### config.mk
export PLATFORM = sky130hd
export DESIGN_NAME = pc_gen
export DESIGN_NICKNAME = d
export VERILOG_FILES = /design/src/rtl/pc_gen.sv
export SDC_FILE = /design/constraint.sdc
export NUM_CORES = 1
export LEC_CHECK = 0
export BUFFER_PORTS_ARGS = -buffer_cell sky130_fd_sc_hd__buf_2
export CAP_MARGIN = 20
export CELL_PAD_IN_SITES_DETAIL_PLACEMENT = 1
export CELL_PAD_IN_SITES_GLOBAL_PLACEMENT = 1
export CORE_MARGIN = 4
export CORE_UTILIZATION = 41
export CTS_CLUSTER_SIZE = 14
export DETAILED_ROUTE_END_ITERATION = 7
export PLACE_DENSITY_LB_ADDON = 0.05
export SLEW_MARGIN = 5
export SYNTH_ARGS = -nofsm -noshare
export SYNTH_HDL_FRONTEND = slang
export SYNTH_SLANG_ARGS = --single-unit
### constraint.sdc
create_clock -name clk -period 5.5 [get_ports clk]
set_clock_uncertainty 0.05 [all_clocks]
set_input_delay 1.1 -clock clk [delete_from_list [all_inputs] [get_ports clk]]
set_output_delay 1.1 -clock clk [all_outputs]
set_load 0.03 [all_outputs]
### src/rtl/pc_gen.sv
// Fetch-stage program counter with trap/mret/branch redirects and misalign trapping.
// Latency: one cycle from request to pc_out / pulse outputs; all outputs registered.
// Backpressure: fetch_ready=0 or hold=1 freezes sequential advance; redirects ignore both.
module pc_gen #(
    parameter int                XLEN        = 64,
    parameter logic [XLEN-1:0]   RESET_VEC   = XLEN'(64'h0000_0000_8000_0000),
    parameter int                ILEN_BYTES  = 4,
    parameter int                CAUSE_W     = 6,
    parameter int                VECTORED_EN = 1
) (
    input  logic                 clk,
    input  logic                 rst,
    input  logic                 hold,
    input  logic                 fetch_ready,
    input  logic                 rel_branch,
    input  logic                 abs_branch,
    input  logic [XLEN-1:0]      branch_base,
    input  logic [XLEN-1:0]      immediate,
    input  logic                 exception,
    input  logic                 exc_interrupt,
    input  logic [CAUSE_W-1:0]   exc_cause,
    input  logic [XLEN-1:0]      mtvec,
    input  logic                 mret,
    input  logic [XLEN-1:0]      mepc,
    output logic [XLEN-1:0]      pc_out,
    output logic                 pc_valid,
    output logic                 redirect_o,
    output logic                 misalign_o,
    output logic [XLEN-1:0]      misalign_addr
);

    typedef enum logic [1:0] {
        ST_BOOT      = 2'd0,
        ST_RUN       = 2'd1,
        ST_TRAP_WAIT = 2'd2
    } state_t;

    localparam logic [XLEN-1:0] INC_VAL    = XLEN'(ILEN_BYTES);
    localparam logic [XLEN-1:0] ALIGN_MASK = XLEN'(ILEN_BYTES - 1);

    state_t            state_q, state_d;
    logic [XLEN-1:0]   pc_q, pc_d;
    logic              valid_q, valid_d;
    logic              redirect_q, redirect_d;
    logic              misalign_q, misalign_d;
    logic [XLEN-1:0]   maddr_q, maddr_d;

    logic [XLEN-1:0]   tvec_base;
    logic [XLEN-1:0]   cause_off;
    logic              vectored_hit;
    logic [XLEN-1:0]   trap_tgt;
    logic [XLEN-1:0]   mret_tgt;
    logic [XLEN-1:0]   rel_tgt;
    logic [XLEN-1:0]   abs_tgt;
    logic [XLEN-1:0]   br_tgt;
    logic              br_misaligned;

    // Only interrupts are vectored; synchronous exceptions and reserved modes use the base.
    always_comb begin
        tvec_base    = {mtvec[XLEN-1:2], 2'b00};
        cause_off    = XLEN'(exc_cause) << 2;
        vectored_hit = (VECTORED_EN != 0) && (mtvec[1:0] == 2'b01) && exc_interrupt;
        trap_tgt     = vectored_hit ? (tvec_base + cause_off) : tvec_base;
        mret_tgt     = mepc & ~ALIGN_MASK;
        rel_tgt      = branch_base + immediate;
        abs_tgt      = {immediate[XLEN-1:1], 1'b0};
        br_tgt        = rel_branch ? rel_tgt : abs_tgt;
        br_misaligned = (br_tgt & ALIGN_MASK) != '0;
    end

    always_comb begin
        state_d    = state_q;
        pc_d       = pc_q;
        valid_d    = valid_q;
        redirect_d = 1'b0;
        misalign_d = 1'b0;
        maddr_d    = maddr_q;

        case (state_q)
            ST_BOOT: begin
                state_d = ST_RUN;
                pc_d    = RESET_VEC;
                valid_d = 1'b1;
            end

            ST_RUN: begin
                if (exception) begin
                    pc_d       = trap_tgt;
                    valid_d    = 1'b1;
                    redirect_d = 1'b1;
                end else if (mret) begin
                    pc_d       = mret_tgt;
                    valid_d    = 1'b1;
                    redirect_d = 1'b1;
                end else if (rel_branch || abs_branch) begin
                    // A faulting target leaves pc_out where it was for trap reporting.
                    if (br_misaligned) begin
                        misalign_d = 1'b1;
                        maddr_d    = br_tgt;
                        valid_d    = 1'b0;
                        state_d    = ST_TRAP_WAIT;
                    end else begin
                        pc_d       = br_tgt;
                        valid_d    = 1'b1;
                        redirect_d = 1'b1;
                    end
                end else if (valid_q && fetch_ready && !hold) begin
                    pc_d = pc_q + INC_VAL;
                end
            end

            ST_TRAP_WAIT: begin
                valid_d = 1'b0;
                if (exception) begin
                    pc_d       = trap_tgt;
                    valid_d    = 1'b1;
                    redirect_d = 1'b1;
                    state_d    = ST_RUN;
                end
            end

            default: begin
                state_d = ST_BOOT;
                pc_d    = RESET_VEC;
                valid_d = 1'b0;
            end
        endcase
    end

    always_ff @(posedge clk) begin
        if (rst) begin
            state_q    <= ST_BOOT;
            pc_q       <= RESET_VEC;
            valid_q    <= 1'b0;
            redirect_q <= 1'b0;
            misalign_q <= 1'b0;
            maddr_q    <= '0;
        end else begin
            state_q    <= state_d;
            pc_q       <= pc_d;
            valid_q    <= valid_d;
            redirect_q <= redirect_d;
            misalign_q <= misalign_d;
            maddr_q    <= maddr_d;
        end
    end

    assign pc_out        = pc_q;
    assign pc_valid      = valid_q;
    assign redirect_o    = redirect_q;
    assign misalign_o    = misalign_q;
    assign misalign_addr = maddr_q;

endmodule

### Word level (Yosys, flattened, before mapping)

Index checks and enable logic that the tools add are counted.

* register bits after elaboration: 133
* bits of input ports: 271
* output and inout port bits: 131

* $add $sub $neg: 3
* eq/ne operators: 11
* muxes and demuxes: 26
* bitwise gates (word level): 4
* reductions and logical operators: 11

Operators by type and width (count)
* 2-to-1 mux 64 bit: 8
* one-hot mux 64 bit (2 select lines): 1
* adder 64 x 3 -> 64 bit (second input constant): 1
* adder 64 bit: 1
* adder 64 x 8 -> 64 bit: 1
* nonzero test 64 bit: 1
* 2-to-1 mux 2 bit: 5
* inequality test 2 bit (second input constant): 5
* inequality test 5 bit (second input constant): 2
* AND reduction 5 bit: 2
* 2-to-1 mux 1 bit: 9
* one-hot mux 2 bit (3 select lines): 1
* OR reduction 5 bit: 1
* equality test 2 x 1 -> 1 bit (second input constant): 2
* inequality test 4 bit (second input constant): 1
* inverter 1 bit: 4
* logical AND 1 bit: 3
* one-hot mux 1 bit (3 select lines): 1
* AND reduction 3 bit: 1
* equality test 2 bit (second input constant): 1
* logical NOT 2 bit: 1
* one-hot mux 1 bit (2 select lines): 1
* logical NOT 1 bit: 1
* logical OR 1 bit: 1

### Depth between registers and ports, before layout

* depth after elaboration: 8
* gate-level depth with buffers: 13
* depth with buffers taken out: 12

### Worst setup path before layout

No wires, ideal clock.

* path kind: input -> register
* start point: input port branch_base[0]
* end point: register pc_q[24] (netlist: pc_out[24])
* data arrival time: 3762 ps
* path slack: 1571 ps
* cell stages on the path: 12
* cell sequence: ha_1 -> fa_1 -> a21o_1 -> a221oi_2 -> o21ai_1 -> a221o_1 -> a21oi_1 -> nor3_1 -> a2111o_1 -> o21ai_1 -> a21oi_1 -> a22o_1

* cells in the longest elaborated chain, start to end: 7
* elaborated cells between the ends (all ways): 10

RTL lines
* from (decl): RTL line 17 `input logic [XLEN-1:0] branch_base,`
* adder 64 bit *: RTL line 65 `rel_tgt = branch_base + immediate;`
* 2-to-1 mux 64 bit *: RTL line 67 `br_tgt = rel_branch ? rel_tgt : abs_tgt;`
* branches (longest 5 deep; another with nonzero test 64 bit)
* to (signal assigned): RTL line 140 `pc_q <= pc_d;`
* to (decl): RTL line 42 `logic [XLEN-1:0] pc_q, pc_d;`

Mark *: on every way between the ends. The select of a mux whose other input is x is not followed.
A chain may end at the register's enable or synchronous reset.

### Worst setup path in the final report

* start point: input port branch_base[0]
* end point: register pc_q[60] (netlist: pc_out[60])

Same word-level chain as after synthesis.

==> flow_metrics.py <==
metrics = {
    "synth": {
        "seq_area_frac_synth_pct": 18.6,
        "synth-edff-count": 0,
        "syn_inst": 1988,
        "async_flop_share_pct": 0,
        "synth_seq_cells": 133,
        "avgSynthCellArea_sq_um": 7.18,
        "yosys_warnings": 0,
        "syn_nets": 2335,
        "syn_area_sq_um": 14300,
        "synthFlopType": "dfxtp_1",
        "synth_cell_types": 95,
    },
    "finish": {
        "fill_cells": 4561,
        "drive_gt1_share_pct": 22.4,
        "area_delta_synth_final_pct": 20.4,
        "multiInputGateArea_sq_um": 10900,
        "fin_nets": 2660,
        "final_cell_mix": "398 x buf_2, 226 x a21oi_1, 192 x nor2_1, 192 x nand2_1, 137 x o21ai_0",
        "layout_commonest_cell": "buf_2",
        "seqCellArea_sq_um": 2660,
    },
    "setup_path": {
        "worst_ep_arrival_time_ps": 4750,
        "slowest_stage": "xnor2_1",
        "worst-path-buf-inv": 1,
        "endpoint_kind": "register",
        "critical_path_class": "in -> reg",
        "critPathMaxStageDelay_ps": 500,
        "critical-path-top-delay-family": "compound AO/OA/AOI/OAI gates",
        "crit_fanout": 5,
        "crit_top_cell": "a21oi_2",
        "cp.required_ps": 5730,
        "start_kind": "input pin",
        "cp_cell_sequence": "buf_2 > ha_1 > fa_1 > a21o_1 > a221oi_2 > o21ai_1 > a221o_1 > a21oi_2 > nor3_1 > a21oi_2 > o211ai_1 > xnor2_1 > a31oi_1",
    },
    "power_and_ir_drop": {
        "ir_worst_vdd_uv": 206,
        "power_switching_uw": 1630,
        "p_sw_share_pct": 43.1,
        "power_density_nw_per_um2": 219,
        "p_leak_uw": 0.00746,
        "p_seq_share_pct": 28.2,
        "power_report.internal_total_uw": 2150,
        "p_clk_share_pct": 31.1,
        "comb_power_share_pct": 40.7,
        "power_uw": 3770,
    },
    "global_routing": {
        "first_global_vias": 17300,
        "grt_pass1_wl_microns": 108000,
        "antenna_found_initial": 5,
        "track_usage_pct": 36.8,
        "grt_max_degree": 70,
        "grt.overflow.total": 0,
    },
    "floorplan": {
        "dieArea_sq_um": 37900,
        "rows": 68,
        "die_w_microns": 195,
        "die_y_microns": 195,
        "core_area_sq_um": 34500,
        "ios": 402,
        "start_util_pct": 41.4,
    },
    "timing": {
        "slew_headroom_pct": 25.8,
        "tightest_slew_ps": 1110,
        "fin_crit_sh_pct": 82.3,
        "final-max-slew-violation-count": 0,
        "hold_viol_final": 0,
        "finalCriticalPeriod_ps": 4530,
        "rsz0062_at_grt": "false",
        "setup_viol_count_final": 0,
        "fmax_mhz": 221,
        "fin_tns_setup_ps": 0,
    },
    "routing": {
        "vias": 17800,
        "antenna_left": 0,
        "drc_errors": 0,
        "detail_route.vias_per_cell": 6.38,
        "first_pass_iters": 5,
        "drt-initial-drc-count": 1874,
        "wirelength_microns": 73500,
        "wl_per_cell_microns": 26.4,
    },
    "cts": {
        "cts_buffers": 17,
        "clk_pin_slew_ps": 70,
        "cts_max_path_buffers": 2,
        "h-tree-depth": 4,
        "clkSinkCount": 133,
        "tritoncts": "done",
        "holdBufCountCts": 0,
        "cts_resized": 0,
        "post-cts-setup-buffers": 0,
        "root_buffer": "clkbuf_16",
        "clk_latency_ps": 460,
    },
    "place": {
        "gp_congestion": 0.984,
        "portBuffers": 399,
        "hpwl_microns": 59300,
    },
    "hold_path": {
        "hp-class": "reg -> reg",
    },
    "flow_run": {
        "max_cap_violations": 0,
    },
    "outcome": {
        "outcome": "completed",
    },
}
-- per-layer routing --
layer / global-route usage (%) / part of all wire (%) / vias up
met3: 7.61 / 9.8 / 128
met2: 54.9 / 42 / 937
met4: 11.1 / 3.2 / 0
met1: 53.3 / 45 / 8664
met5: 0 / 0 / -
li1: - / - / 8033
-- synthesized netlist by cell type (20+ instances only) --
master	n	area, sq um
a21oi_1	226	1130
nand2_1	193	724
nor2_1	192	721
o21ai_0	137	686
dfxtp_1	133	2660
xnor2_1	93	815
clkbuf_1	90	338
xor2_1	80	701
ha_1	74	926
nand3_1	69	345
nand4_1	52	325
a211oi_1	48	360
inv_1	48	180
and3_1	42	263
mux2i_1	42	420
nor3_1	38	190
a21o_1	37	278
buf_2	27	135
o221ai_1	25	219
a221oi_1	20	175
-- cell families after synthesis --
family,synth area share (%)
AO/OA/AOI/OAI,32.2
XOR/XNOR,10.6
adder cells (fa/ha/maj),6.76
buffers and inverters,5.05
flip-flops,18.6
multiplexers,3.10
AND/OR/NAND/NOR,23.6
-- area by class of cell --
cell class | instances | area share (%)
clock buffers | 18 | 2.50
multi-input cells | 1674 | 63.4
flip-flops and latches | 133 | 15.5
clock inverters | 14 | 0.800
diodes | 4 | 0.0582
inverters | 49 | 1.07
repair buffers | 438 | 13.4
well taps | 455 | 3.31
-- worst paths after layout --
| check | end | slack [ps] | startpoint | cells past startpoint |
|---|---|---|---|---|
| worst min register to register | pc_out[0]$_SDFFE_PP0P_ | 410 | pc_out[0]$_SDFFE_PP0P_ | 1 |
| worst max-delay path | pc_out[60]$_SDFFE_PP0P_ | 970 | branch_base[0] | 13 |
| worst min-delay path | pc_out[0]$_SDFFE_PP0P_ | 410 | pc_out[0]$_SDFFE_PP0P_ | 1 |
| worst max register to register | pc_out[50]$_SDFFE_PP0P_ | 1850 | pc_out[2]$_SDFFE_PP0P_ | 11 |
-- registers in the layout, indices dropped and copies added (netlist names) --
name / cells
state_q: 2
misalign_o: 1
misalign_addr: 64
pc_out: 64
redirect_o: 1
pc_valid: 1
-- power groups by stage --
stage / combinational (uW) / sequential, uW / clock (uW)
final: 1540 / 1060 / 1170
after global routing: 1630 / 1070 / 1210
after CTS: 1490 / 1060 / 1180
after detailed placement: 1480 / 1080 / 0
after global placement: 1450 / 1080 / 0
after floorplan: 819 / 1150 / 0
-- through the flow --
stage / cells / instance area, sq um / setup WS (ps) / hold slack, ps / util (%)
global route: 2785 / 17200 / 946 / 429 / 49.9
detailed placement: 2749 / 16600 / 707 / 397 / 48.2
floorplan: 1988 / 14300 / 1570 / 469 / -
CTS: 2781 / 17200 / 1170 / 414 / 49.9
global placement: 2749 / 16600 / 772 / 388 / 48.2
finish: 2785 / 17200 / 974 / 414 / 49.9
-- worst reg2reg max path, delay by kind of cell, from the launching register on --
kind | cells | cell delay, ps
AOI/OAI and AO/OA | 3 | 750
xor gates and xnor gates | 1 | 200
adders and majority gates | 1 | 220
DFF | 1 | 440
and+or+nand+nor | 6 | 1850
Note: power is estimated with default switching activity, not from simulation.
